[src/rtl/byte_unpack_seq.sv]
// byte_unpack_seq: accepts a packed {A,B} operand pair and streams its four
// signed bytes out one per beat, sign-extended to OUT_W, in RED pairing order
// (a, c, b, d). Optional feature macro: UNPACK_SUM_EN adds a running sum of
// the beats (sum_out/sum_valid) that reproduces the RED result.
module byte_unpack_seq #(
   parameter int unsigned LANE_W = 8,
   parameter int unsigned NLANES = 4,
   parameter int unsigned OUT_W  = 16
) (
   input  logic                clk,
   input  logic                rst_n,
   input  logic                in_valid,
   output logic                in_ready,
   input  logic [2*LANE_W-1:0] A,
   input  logic [2*LANE_W-1:0] B,
   output logic                out_valid,
   input  logic                out_ready,
   output logic [OUT_W-1:0]    out_data,
   output logic [1:0]          out_idx,
   output logic                out_last,
`ifdef UNPACK_SUM_EN
   output logic [OUT_W-1:0]    sum_out,
   output logic                sum_valid,
`endif
   output logic                busy
);

   typedef enum logic [0:0] {StIdle, StEmit} state_e;

   state_e                  state_q, state_d;
   logic [4*LANE_W-1:0]     hold_q, hold_d;
   logic [1:0]              idx_q, idx_d;
   logic [LANE_W-1:0]       lane;
   logic [OUT_W-1:0]        lane_ext;
   logic                    accept;
   logic                    beat_hs;
   logic                    last_beat;

   assign last_beat = (state_q == StEmit) && (idx_q == 2'(NLANES - 1));
   assign beat_hs   = (state_q == StEmit) && out_ready;
   // A new word may enter while idle or on the cycle the last beat leaves.
   assign in_ready  = (state_q == StIdle) || (last_beat && out_ready);
   assign accept    = in_valid && in_ready;

   // Lane select: hold = {A, B}; order a, c, b, d matches the RED pairing.
   always_comb begin
      lane = '0;
      unique case (idx_q)
         2'd0: lane = hold_q[4*LANE_W-1:3*LANE_W];
         2'd1: lane = hold_q[2*LANE_W-1:LANE_W];
         2'd2: lane = hold_q[3*LANE_W-1:2*LANE_W];
         2'd3: lane = hold_q[LANE_W-1:0];
         default: lane = '0;
      endcase
   end

   assign lane_ext  = {{(OUT_W - LANE_W){lane[LANE_W-1]}}, lane};
   assign out_valid = (state_q == StEmit);
   assign busy      = (state_q == StEmit);
   assign out_data  = (state_q == StEmit) ? lane_ext : '0;
   assign out_idx   = idx_q;
   assign out_last  = last_beat;

   // Next-state: capture on acceptance, step idx on each beat handshake.
   always_comb begin
      state_d = state_q;
      hold_d  = hold_q;
      idx_d   = idx_q;
      unique case (state_q)
         StIdle: begin
            if (accept) begin
               hold_d  = {A, B};
               idx_d   = '0;
               state_d = StEmit;
            end
         end
         StEmit: begin
            if (out_ready) begin
               idx_d = idx_q + 2'd1;
               if (last_beat) begin
                  if (accept) begin
                     hold_d = {A, B};
                     idx_d  = '0;
                  end else begin
                     state_d = StIdle;
                  end
               end
            end
         end
         default: state_d = StIdle;
      endcase
   end

   // State register; reset discards any partly drained word.
   always_ff @(posedge clk or negedge rst_n) begin
      if (!rst_n) begin
         state_q <= StIdle;
         hold_q  <= '0;
         idx_q   <= '0;
      end else begin
         state_q <= state_d;
         hold_q  <= hold_d;
         idx_q   <= idx_d;
      end
   end

`ifdef UNPACK_SUM_EN
   logic [OUT_W-1:0] acc_q, acc_d;
   logic [OUT_W-1:0] sum_q, sum_d;
   logic             sum_valid_q, sum_valid_d;

   // Accumulate beats; the result is latched separately so a word accepted
   // on the last-beat cycle cannot clobber the finished sum.
   always_comb begin
      acc_d       = acc_q;
      sum_d       = sum_q;
      sum_valid_d = 1'b0;
      if (beat_hs) begin
         acc_d = acc_q + lane_ext;
         if (last_beat) begin
            sum_d       = acc_q + lane_ext;
            sum_valid_d = 1'b1;
         end
      end
      if (accept) begin
         acc_d = '0;
      end
   end

   // Sum registers.
   always_ff @(posedge clk or negedge rst_n) begin
      if (!rst_n) begin
         acc_q       <= '0;
         sum_q       <= '0;
         sum_valid_q <= 1'b0;
      end else begin
         acc_q       <= acc_d;
         sum_q       <= sum_d;
         sum_valid_q <= sum_valid_d;
      end
   end

   assign sum_out   = sum_q;
   assign sum_valid = sum_valid_q;
`else
   logic unused_beat_hs;
   assign unused_beat_hs = beat_hs;
`endif

endmodule

[config.mk]
export PLATFORM = sky130hd
export DESIGN_NAME = byte_unpack_seq
export DESIGN_NICKNAME = d
export VERILOG_FILES = /design/src/rtl/byte_unpack_seq.sv
export SDC_FILE = /design/constraint.sdc
export NUM_CORES = 1
export LEC_CHECK = 0
export ABC_AREA = 1
export CAP_MARGIN = 0
export CORE_MARGIN = 3
export CORE_UTILIZATION = 41
export CTS_BUF_LIST = sky130_fd_sc_hd__clkbuf_8
export CTS_CLUSTER_DIAMETER = 30
export CTS_CLUSTER_SIZE = 10
export DETAILED_ROUTE_END_ITERATION = 8
export PLACE_DENSITY = 0.77
export SYNTH_ARGS = -nofsm -noshare
export SYNTH_HDL_FRONTEND = slang
export SYNTH_SLANG_ARGS = --single-unit
[constraint.sdc]
create_clock -name clk -period 1.95 [get_ports clk]
set_input_delay 0.39 -clock clk [delete_from_list [all_inputs] [get_ports clk]]
set_output_delay 0.39 -clock clk [all_outputs]
set_load 0.05 [all_outputs]
# After elaboration in Yosys (flattened, before gate mapping)
# Cells that the tools add are included.
dict set report totals {
  word_cells 33
  output_inout_bits 22
  reg_bits 35
}
dict set report op_classes {
  reduce_logical 7
  n_bitwise 1
  add_sub_neg 1
  n_mux 15
  eq_ne 6
}
# op n
set op_table {}
lappend op_table {{$mux W32} 3}
lappend op_table {{$pmux W32 S2} 1}
lappend op_table {{$pmux W8 S4} 1}
lappend op_table {{$mux W16} 1}
lappend op_table {{$mux W2} 4}
lappend op_table {{$eq A2 B2 Y1 const B} 2}
lappend op_table {{$ne A2 B2 Y1 const B} 2}
lappend op_table {{$pmux W2 S2} 1}
lappend op_table {{$reduce_and A2 Y1} 2}
lappend op_table {{$logic_and A1 B1 Y1} 3}
lappend op_table {{$mux W1} 3}
lappend op_table {{$add A2 B1 Y2 const B} 1}
lappend op_table {{$eq A2 B1 Y1 const B} 1}
lappend op_table {{$logic_not A2 Y1} 1}
lappend op_table {{$ne A2 B1 Y1 const B} 1}
lappend op_table {{$pmux W1 S2} 1}
lappend op_table {{$logic_or A1 B1 Y1} 1}
lappend op_table {{$not A1 Y1} 1}

# Longest topological paths before layout
dict set report logic_depth {
  depth_word 9
  mapped_depth 8
}

# Worst setup path after synthesis
# Ideal clock, no wire load.
dict set report synth_path {
  path_kind {flip-flop to output port}
  start {reg idx_q[0] (netlist: out_idx[0])}
  end {out out_data[10]}
  t_arrival_ns 2.667
  path_stages_with_launch 8
  setup_slack_ns -1.107
  cell_sequence {dfrtp_1 > inv_1 > ha_1 > inv_1 > buf_2 > o21ai_0 > nor2_1 > buf_4}
}
dict set report synth_via {
  elab_chain_cells 3
}
# item line
set synth_rtl {}
lappend synth_rtl {{start, declared} 32} ;# logic [1:0] idx_q, idx_d;
lappend synth_rtl {{start signal, assigned} 103} ;# idx_q <= idx_d;
lappend synth_rtl {{$eq A2 B2 Y1, or another cell as far along} 48} ;# unique case (idx_q)
lappend synth_rtl {{$pmux W8 S4 (*)} 48}
lappend synth_rtl {{$mux W16 (*)} 60} ;# assign out_data = (state_q == StEmit) ? lane_ext : '0;
lappend synth_rtl {{end, declared} 18} ;# output logic [OUT_W-1:0] out_data,
# Mark *: on every way between the ends. The rest lies on a longest branch, timed or not.

# Final worst setup path
dict set report layout_path {
  start {reg idx_q[1] (netlist: out_idx[1])}
  end {out out_data[3]}
}
# The elaborated chain is that of the path after synthesis.

==> run metrics <==
Yosys warning count=0; Pwr Density=between 2000 and 2500 nW/um^2; core box area=between 4000 and 5000 um^2; final max-slew violation count=0; RSZ-0062 raised after global routing=yes; violations in the final reports=setup timing; met3 routed WL=just over 400 um; clock root buffer=clkbuf_8; synth cell count leaders=nand2_1 (112), dfrtp_1 (35), nand3_1 (35); fraction of layout cells with a size suffix above 1=26.7%; Mean Syn Cell Area=approximately 7.5 um^2; remaining antenna violation count=0; synthesized cell area=about 1800 um^2; crit path DAT=between 1.5 and 2 ns; Seq pwr share=between 20% and 30%; hold buffer count at cts=0; first-pass GRT wire length=8.23 mm; status=finished, violations left; CP startpoint kind=flop; VDD IR max=between 1 and 1.5 mV; Leak=roughly 0.0014 uW; met2 WL post-DR=approximately 2.5 mm; clock slew at reported path FFs=0.08 ns; DRC Markers=0; Final GP Congestion=between 0.8 and 0.9; setup TNS=-0.716 ns; register bit count reported by yosys=35; Worst-Skew Late Latency=0.29 ns; Inst Count DP=between 300 and 400; row count=23; final cell count without fillers=350; Final Hold Viols=0; switching pwr=around 3100 uW; Via Count=~1.8k; DR WL/cell=14.7 um; Final min period=approximately 2 ns; clock share of power=10.4%; share of Yosys cell area claimed by the top area cell type=between 40% and 50%; IO Port Bufs=between 50 and 60; Fmax=~0.50 GHz; CP max FO=10; number of cells produced by synthesis=244; Worst Hold Class=in -> async; vias in the first global route=1738; Multi-input gate area=roughly 880 um^2; Clock Sink Count=35; Max clock buf depth=2; number of flops mapped to enable cells by yosys=0; CTS buffer count=5; Metal-1 WL=approximately 2.1 mm; switching share of power=a little under half; DR iter-0 viols=104; Starting Density=44.0%; FFs w/ async S/R, synth=100%; P_int=3460 uW; power share of the combinational group=between 60% and 70%; syn_nets=around 280; die span in x=73.0 um; initial antenna violation count=0; part of the cycle the worst path needs=103%; PnR worst setup slack=-0.0572 ns; Highest Signal Layer=met4; worst-margin pin slew=around 0.34 ns; final WL=about 5 mm; Synth area leaders=dfrtp_1 (48%), nand2_1 (23%), nand3_1 (9.5%); CTS tree=built; Inserted Diodes=0; H-Tree Level Count=2; count leader, synth=nand2_1; Required @ worst endpoint=between 1.5 and 2 ns; Final Power=approximately 6500 uW; Pre-Repair DR Iteration Count=5; Final Setup Violations=16; Slew HR=just under 80%; Layout fillers=approximately 300; Distinct cells, synth=14; post-synthesis sequential area ratio=a little under half; chip height=between 70 and 80 um; Most used DFF post-synth=dfrtp_1; gr ovfl total=0; drt via density=5.23; Max Cap Viol=0; CP Capture Type=output port; Register Area=slightly below 900 um^2; Post-DP HPWL=around 3.5 mm; Die Footprint=roughly 5300 um^2; Post-layout nets=roughly 340; area delta synth->final=57.9%; Worst Path Class, Setup=reg -> out; GRT Overall Usage=approximately a fifth; largest area contributor in the netlist=dfrtp_1; Ports=58; largest net degree at the start of global routing=36; Max Clock Skew=between 0.008 and 0.009 ns
## power groups by stage
stage	registers [uW]	logic [uW]	clock network (uW)
final	1310	4550	680
after global routing	1350	4800	720
after CTS	1290	4490	684
after detailed placement	1280	4170	0
after global placement	1260	4120	0
after floorplan	1310	2610	0
## cells in the final DEF (no fill, tap or decap), drive strengths merged
master / count
buf: 37
clkinv: 1
bufinv: 1
dfrtp: 35
ha: 4
nand3: 35
clkdlybuf4s50: 35
nand4: 1
nor2: 17
o21ai: 8
clkbuf: 5
nand2: 114
inv: 7
## what timing repair did
item / in CTS / in global routing
setup endpoints to repair: 16 / 16
gates cloned: 1 / 0
buffers inserted: 3 / 0
resized for setup: 23 / 14
pin swaps: 11 / 10
## state kept, by name, summed over array words and instances (netlist names)
signal   flops
out_idx      2
hold_q      32
busy         1
## cell type report
cell class,count,area share (%)
sequential,35,30.3
clock inverter,3,1.64
clock buffer,5,2.37
tap,50,2.16
multi-input combinational,179,30.4
inverter,6,1.21
timing repair buffer,72,31.9
## final timing paths
path / startpoint / depth (start not counted) / endpoint / slack [ns]
min reg2reg: hold_q[29]$_DFFE_PN0P_ / 2 / hold_q[29]$_DFFE_PN0P_ / 0.47
max: out_idx[1]$_DFFE_PN0P_ / 7 / out_data[3] / -0.06
max in group asynchronous: rst_n / 2 / out_idx[1]$_DFFE_PN0P_ / 1.30
min in group clk: hold_q[29]$_DFFE_PN0P_ / 2 / hold_q[29]$_DFFE_PN0P_ / 0.47
min: rst_n / 2 / out_idx[0]$_DFFE_PN0P_ / 0.46
max reg2reg: out_idx[1]$_DFFE_PN0P_ / 7 / hold_q[16]$_DFFE_PN0P_ / 0.35
## logic make-up (layout without fill, tap and decap cells)
| family | count (synthesis) | after routing | share of synthesized area, % |
|---|---|---|---|
| and+or+nand+nor | 167 | 167 | 37.2 |
| DFF | 35 | 35 | 47.7 |
| buffers and inverters | 30 | 86 | 10.3 |
| AOI/OAI and AO/OA | 8 | 8 | 2.18 |
| adders and majority gates | 4 | 4 | 2.72 |
## per-stage QoR
stage / cell area [um^2] / hold slack (ns) / worst slack, ns / util, %
final: 2900 / 0.461 / -0.0572 / 69.5
after global routing: 2900 / 0.474 / -0.131 / 69.5
after CTS: 2860 / 0.471 / -0.0552 / 68.6
after detailed placement: 2630 / 0.453 / 0.0246 / 63.1
after global placement: 2630 / 0.450 / 0.0526 / 63.1
after floorplan: 1930 / 0.0944 / -0.182 / -
## critical path, stage by stage, from the launching register on
cell,delay (ns)
dfrtp_2,0.46
ha_2,0.22
buf_6,0.14
nand2_1,0.09
nand2_1,0.09
nor2_2,0.05
nor2_2,0.13
buf_12,0.15
## per-layer routing
metal / GRT usage (%) / up-vias
li1: - / 866
met1: 26.0 / 866
met2: 31.6 / 84
met3: 5.79 / 15
met4: 9.22 / 0
met5: 0 / -
No activity file was read; power rests on OpenSTA's default activity.
